--- src/rtl/iterative_divider_pkg.sv ---
// rtl/iterative_divider_pkg.sv - shared types and constants for the iterative divider
//
// Holds the operand width, the opcode and FSM state encodings, the signed
// overflow constants and a conditional two's-complement negate helper.

package iterative_divider_pkg;

  localparam int XLEN  = 32;
  localparam int OP_W  = 2;
  localparam int CNT_W = $clog2(XLEN);

  // Bit 0 set means unsigned; bit 1 set means the remainder is returned.
  typedef enum logic [OP_W-1:0] {
    DIV_OP_DIV  = 2'b00,
    DIV_OP_DIVU = 2'b01,
    DIV_OP_REM  = 2'b10,
    DIV_OP_REMU = 2'b11
  } div_op_e;

  typedef enum logic [1:0] {
    S_IDLE = 2'b00,
    S_BUSY = 2'b01,
    S_DONE = 2'b10
  } div_state_e;

  localparam logic [XLEN-1:0] INT_MIN  = {1'b1, {(XLEN-1){1'b0}}};
  localparam logic [XLEN-1:0] ALL_ONES = {XLEN{1'b1}};

  function automatic logic [XLEN-1:0] cond_neg(input logic [XLEN-1:0] value,
                                               input logic            neg);
    return neg ? (~value + {{(XLEN-1){1'b0}}, 1'b1}) : value;
  endfunction

endpackage

--- src/rtl/iterative_divider_div_step_unit.sv ---
// rtl/iterative_divider_div_step_unit.sv - one radix-2 restoring shift-subtract step
//
// Ports:
//   rem       current partial remainder
//   quo       current quotient / remaining dividend bits
//   divisor   unsigned divisor magnitude
//   rem_next  partial remainder after this step
//   quo_next  quotient after this step (new bit shifted into bit 0)

module iterative_divider_div_step_unit
  import iterative_divider_pkg::*;
(
  input  logic [XLEN-1:0] rem,
  input  logic [XLEN-1:0] quo,
  input  logic [XLEN-1:0] divisor,
  output logic [XLEN-1:0] rem_next,
  output logic [XLEN-1:0] quo_next
);

  // The shifted remainder needs one extra bit: rem < divisor <= 2^XLEN-1,
  // so after the shift it can exceed XLEN bits. The trial's top bit is then
  // a reliable borrow flag.
  logic [XLEN:0] rem_shifted;
  logic [XLEN:0] trial;

  always_comb begin
    rem_shifted = {rem, quo[XLEN-1]};
    trial       = rem_shifted - {1'b0, divisor};
    if (!trial[XLEN]) begin
      rem_next = trial[XLEN-1:0];
      quo_next = {quo[XLEN-2:0], 1'b1};
    end else begin
      rem_next = rem_shifted[XLEN-1:0];
      quo_next = {quo[XLEN-2:0], 1'b0};
    end
  end

endmodule

--- src/rtl/iterative_divider.sv ---
// rtl/iterative_divider.sv - multi-cycle RV32M DIV/DIVU/REM/REMU unit
//
// Ports:
//   clk_i           clock, rising edge
//   rst             asynchronous reset, active-low
//   req_valid_i     request present
//   req_ready_o     unit can accept a request (IDLE)
//   req_op_i        00 DIV, 01 DIVU, 10 REM, 11 REMU
//   req_dividend_i  rs1 value
//   req_divisor_i   rs2 value
//   kill_i          pipeline flush; abandons any operation, no response
//   resp_valid_o    result available (DONE)
//   resp_ready_i    consumer takes result
//   resp_result_o   quotient or remainder, held stable while in DONE
//   busy_o          state is not IDLE

module iterative_divider
  import iterative_divider_pkg::*;
(
  input  logic            clk_i,
  input  logic            rst,
  input  logic            req_valid_i,
  output logic            req_ready_o,
  input  logic [OP_W-1:0] req_op_i,
  input  logic [XLEN-1:0] req_dividend_i,
  input  logic [XLEN-1:0] req_divisor_i,
  input  logic            kill_i,
  output logic            resp_valid_o,
  input  logic            resp_ready_i,
  output logic [XLEN-1:0] resp_result_o,
  output logic            busy_o
);

  div_state_e       state;
  logic             is_rem_q;
  logic             neg_quo_q;
  logic             neg_rem_q;
  logic [XLEN-1:0]  divisor_q;
  logic [XLEN-1:0]  rem_q;
  logic [XLEN-1:0]  quo_q;
  logic [CNT_W-1:0] cnt_q;
  logic [XLEN-1:0]  result_q;

  // Request decode, only meaningful in the accept cycle.
  logic            req_signed;
  logic            req_is_rem;
  logic            dividend_neg;
  logic            divisor_neg;
  logic [XLEN-1:0] dividend_abs;
  logic [XLEN-1:0] divisor_abs;
  logic            div_by_zero;
  logic            signed_ovf;

  always_comb begin
    req_signed   = ~req_op_i[0];
    req_is_rem   = req_op_i[1];
    dividend_neg = req_signed & req_dividend_i[XLEN-1];
    divisor_neg  = req_signed & req_divisor_i[XLEN-1];
    dividend_abs = cond_neg(req_dividend_i, dividend_neg);
    divisor_abs  = cond_neg(req_divisor_i, divisor_neg);
    div_by_zero  = (req_divisor_i == '0);
    signed_ovf   = req_signed && (req_dividend_i == INT_MIN) &&
                   (req_divisor_i == ALL_ONES);
  end

  logic [XLEN-1:0] rem_next;
  logic [XLEN-1:0] quo_next;

  iterative_divider_div_step_unit u_div_step_unit (
    .rem      (rem_q),
    .quo      (quo_q),
    .divisor  (divisor_q),
    .rem_next (rem_next),
    .quo_next (quo_next)
  );

  always_ff @(posedge clk_i or negedge rst) begin
    if (!rst) begin
      state     <= S_IDLE;
      is_rem_q  <= 1'b0;
      neg_quo_q <= 1'b0;
      neg_rem_q <= 1'b0;
      divisor_q <= '0;
      rem_q     <= '0;
      quo_q     <= '0;
      cnt_q     <= '0;
      result_q  <= '0;
    end else if (kill_i) begin
      // Flush wins over accept and over a same-cycle response handshake.
      state <= S_IDLE;
    end else begin
      unique case (state)
        S_IDLE: begin
          if (req_valid_i) begin
            is_rem_q  <= req_is_rem;
            neg_quo_q <= dividend_neg ^ divisor_neg;
            neg_rem_q <= dividend_neg;
            divisor_q <= divisor_abs;
            cnt_q     <= CNT_W'(XLEN-1);
            if (div_by_zero) begin
              result_q <= req_is_rem ? req_dividend_i : ALL_ONES;
              state    <= S_DONE;
            end else if (signed_ovf) begin
              result_q <= req_is_rem ? '0 : INT_MIN;
              state    <= S_DONE;
            end else begin
              rem_q <= '0;
              quo_q <= dividend_abs;
              state <= S_BUSY;
            end
          end
        end
        S_BUSY: begin
          rem_q <= rem_next;
          quo_q <= quo_next;
          if (cnt_q == '0) begin
            // Sign fix is taken straight from the final step's outputs.
            result_q <= is_rem_q ? cond_neg(rem_next, neg_rem_q)
                                 : cond_neg(quo_next, neg_quo_q);
            state    <= S_DONE;
          end else begin
            cnt_q <= cnt_q - 1'b1;
          end
        end
        S_DONE: begin
          if (resp_ready_i) begin
            state <= S_IDLE;
          end
        end
        default: state <= S_IDLE;
      endcase
    end
  end

  assign req_ready_o   = (state == S_IDLE);
  assign busy_o        = (state != S_IDLE);
  assign resp_valid_o  = (state == S_DONE);
  assign resp_result_o = result_q;

endmodule

--- config.mk ---
export PLATFORM = sky130hd
export DESIGN_NAME = iterative_divider
export DESIGN_NICKNAME = d
export VERILOG_FILES = /design/src/rtl/iterative_divider_pkg.sv /design/src/rtl/iterative_divider_div_step_unit.sv /design/src/rtl/iterative_divider.sv
export SDC_FILE = /design/constraint.sdc
export NUM_CORES = 1
export LEC_CHECK = 0
export CORE_ASPECT_RATIO = 1.75
export CORE_MARGIN = 5
export CORE_UTILIZATION = 42
export DETAILED_ROUTE_END_ITERATION = 10
export PLACE_DENSITY = 0.6
export SLEW_MARGIN = 20
export SYNTH_ARGS = -nofsm -noshare
export SYNTH_HDL_FRONTEND = slang
export SYNTH_SLANG_ARGS = --single-unit
export TNS_END_PERCENT = 10
--- constraint.sdc ---
create_clock -name clk_i -period 11.9 [get_ports clk_i]
set_clock_uncertainty 0.05 [all_clocks]
set_input_delay 2.38 -clock clk_i [delete_from_list [all_inputs] [get_ports clk_i]]
set_output_delay 2.38 -clock clk_i [all_outputs]
set_load 0.03 [all_outputs]
==> impl_metrics.ini <==
[run_status]
status = finished clean

[detailed_routing]
drtPass1Iterations = 8
drcViolationCount = 0
drtAntennaViolNets = 0
viasPerCell = 5.89
vias = 11300
routedWlPerCell_um = 21.1
wl_mm = 40.5
drtIter0Drc = 673

[clocking]
cts-hold-fix-buffers = 0
path_clk_slew_ns = 0.06
cts_resized = 0
cts_root_buf = clkbuf_16
cts_sinks = 138
cts_tree = built
insertion_delay_ns = 0.45
cts_made_buffers = 17
cts_buffer_depth = 2
cts_max_level = 4
post_cts_buffers = 0

[timing]
finalMaxSlewViolations = 0
fin_ws_ns = 5.09
min_period_ns = 6.81
fmax_mhz = 147
fin_crit_sh_pct = 57.2
worst_pin_slew_ns = 1.03
setup_viol_count_final = 0
max_slew_margin_pct = 31.4
hold_slack_ns = 0.428
rsz0062_at_grt = no
hold_viol = 0
tns_ns = 0

[power]
power_frac_seq_pct = 18.1
clockPowerShare_pct = 11.8
leakage_nw = 5.50
p_int_mw = 2.05
combPwrFrac_pct = 70.1
p_switching_mw = 2.41
switching_share_pct = 54.0
ir_worst_vdd_mv = 0.320
power.density_mw_per_mm2 = 334

[placement]
portBuffers = 105
gp_congestion = 0.944
dp_hpwl_mm = 32.1
place_ws_ns = 4.72
place_area_sq_mm = 0.0128

[hold_path]
min_path_type = flop to flop

[grt]
grt_pass1_vias = 11300
grt_max_degree = 73
grtUsageMet2_pct = 46.8
antenna_found_initial = 0
grt_overflow_total = 0
grt_busiest_layer = met2
grt_use_total_pct = 26.3
grt_pass1_wl_mm = 62.6
use_met1_pct = 27.2
grt_util_met3_pct = 3.24

[floorplan]
die-width_um = 135
row_count = 80
dieHeight_um = 229
core_sq_mm = 0.0271
die-area_sq_mm = 0.0309
start_util_pct = 42.3
num_io_pins = 106

[setup_path]
crit_arrival_ns = 7.13
start_kind = input port
critPathMaxFanout = 56
worst_setup_path_end_kind = flop
critPathRequiredTime_ns = 12.22
critPathKind = input port to flop

[cells_and_area]
syn_to_final_growth_pct = 16.4
diodes = 0
design_area_sq_mm = 0.0134
nNetsFinal = 1653
drive_above_1_share_pct = 5.21

[logic_synthesis]
synth-edff-count = 0
ys_ff_latch = 138
ys_seq_area_share_pct = 30.1
syn_area_sq_mm = 0.0115
synth-main-ff-cell = dfrtp_1
synth_warnings = 0
ys_types = 88
async_flop_share_pct = 100
synth.net_count = 1597
syn_inst = 1486
syn_avg_cell_area_sq_um = 7.72

[run]
cap_violations = 0
## per-stage QoR
stage	power, mW	util (%)	instances
after detailed placement	3.90	47.1	1892
after global placement	3.89	47.1	1892
after CTS	4.45	49.3	1924
after global routing	4.79	49.3	1924
final	4.47	49.3	1924
after floorplan	3.01	-	1486
## metal layers
layer / vias to the layer above / part of all wire (%)
met1: 5393 / 36
met2: 338 / 51
met3: 117 / 3.3
met4: 0 / 9.5
met5: - / 0
li1: 5478 / -
## state kept, by name (all words and copies together), names as in the netlist, 2 cells and up
signal / flops
state: 2
divisor_q: 32
cnt_q: 5
rem_q: 32
quo_q: 32
resp_result_o: 32
## worst paths after layout
kind / from / cells after the start / end / slack (ns)
max: req_divisor_i[6] / 13 / resp_result_o[27]$_DFFE_PN0P_ / 5.09
min: resp_result_o[20]$_DFFE_PN0P_ / 2 / resp_result_o[20]$_DFFE_PN0P_ / 0.43
max reg2reg: divisor_q[0]$_DFFE_PN0P_ / 19 / resp_result_o[24]$_DFFE_PN0P_ / 5.91
min reg2reg: resp_result_o[20]$_DFFE_PN0P_ / 2 / resp_result_o[20]$_DFFE_PN0P_ / 0.43
max in group asynchronous: rst / 2 / rem_q[5]$_DFFE_PN0P_ / 8.46
min in group asynchronous: rst / 1 / quo_q[26]$_DFFE_PN0P_ / 1.89
## worst max-delay path, stage by stage
cell and delay (ns):
clkdlybuf4s50_1 0.50, nor4_1 0.52, nand4_1 0.30, nor4_1 0.58, nand3_1 0.32, o21ai_1 0.23, o21a_1 0.14, nor2_1 0.05
or2_2 0.65, nor2_1 0.81, o221ai_1 0.26, a41o_1 0.26, o21ai_1 0.12
## synth_stat cells (26+ instances only)
master / instances / share of area [%]
xnor2_1: 68 / 5.2
nor4_1: 26 / 1.4
mux2i_1: 31 / 2.7
nor3_1: 35 / 1.5
nor2_1: 120 / 3.9
xor2_1: 60 / 4.6
nand2_1: 212 / 6.9
o31ai_1: 26 / 1.7
a21oi_1: 125 / 5.5
clkbuf_1: 67 / 2.2
inv_1: 52 / 1.7
ha_1: 39 / 4.3
o21ai_0: 163 / 7.1
dfrtp_1: 138 / 30
## area by class of cell
type                       count  area (sq um)
multi-input combinational   1212          7510
timing repair buffer         118          1150
fill                        2680         13800
sequential                   138          3450
clock inverter                12           118
inverter                      55           209
clock buffer                  20           467
tap                          369           462
## cells by family after synthesis
kind of cell    synth area share [%]
compound gates                  26.0
xor+xnor                        10.0
fa+ha+maj                       4.43
buf+inv                         4.58
flops                           30.1
mux                             3.00
simple gates                    22.0
## layout by cell type, fill, tap and decap left out, types with 19 or more instances in the layout
cell and n:
nand2_1 212, o21ai_0 163, dfrtp_1 138, a21oi_1 125, nor2_1 120, clkdlybuf4s50_1 104, xnor2_1 68, xor2_1 60
inv_1 52, ha_1 39, nor3_1 35, mux2i_1 31, nor4_1 26, o31ai_1 26, nand4_1 21, nand2b_1 19
## power groups by stage
| stage | registers (mW) | logic, mW | clock network, mW |
|---|---|---|---|
| after floorplan | 0.808 | 2.20 | 0 |
| after global placement | 0.811 | 3.08 | 0 |
| after detailed placement | 0.811 | 3.09 | 0 |
| after CTS | 0.804 | 3.11 | 0.539 |
| after global routing | 0.826 | 3.41 | 0.555 |
| final | 0.807 | 3.13 | 0.528 |
No activity file was read; power rests on OpenSTA's default activity.
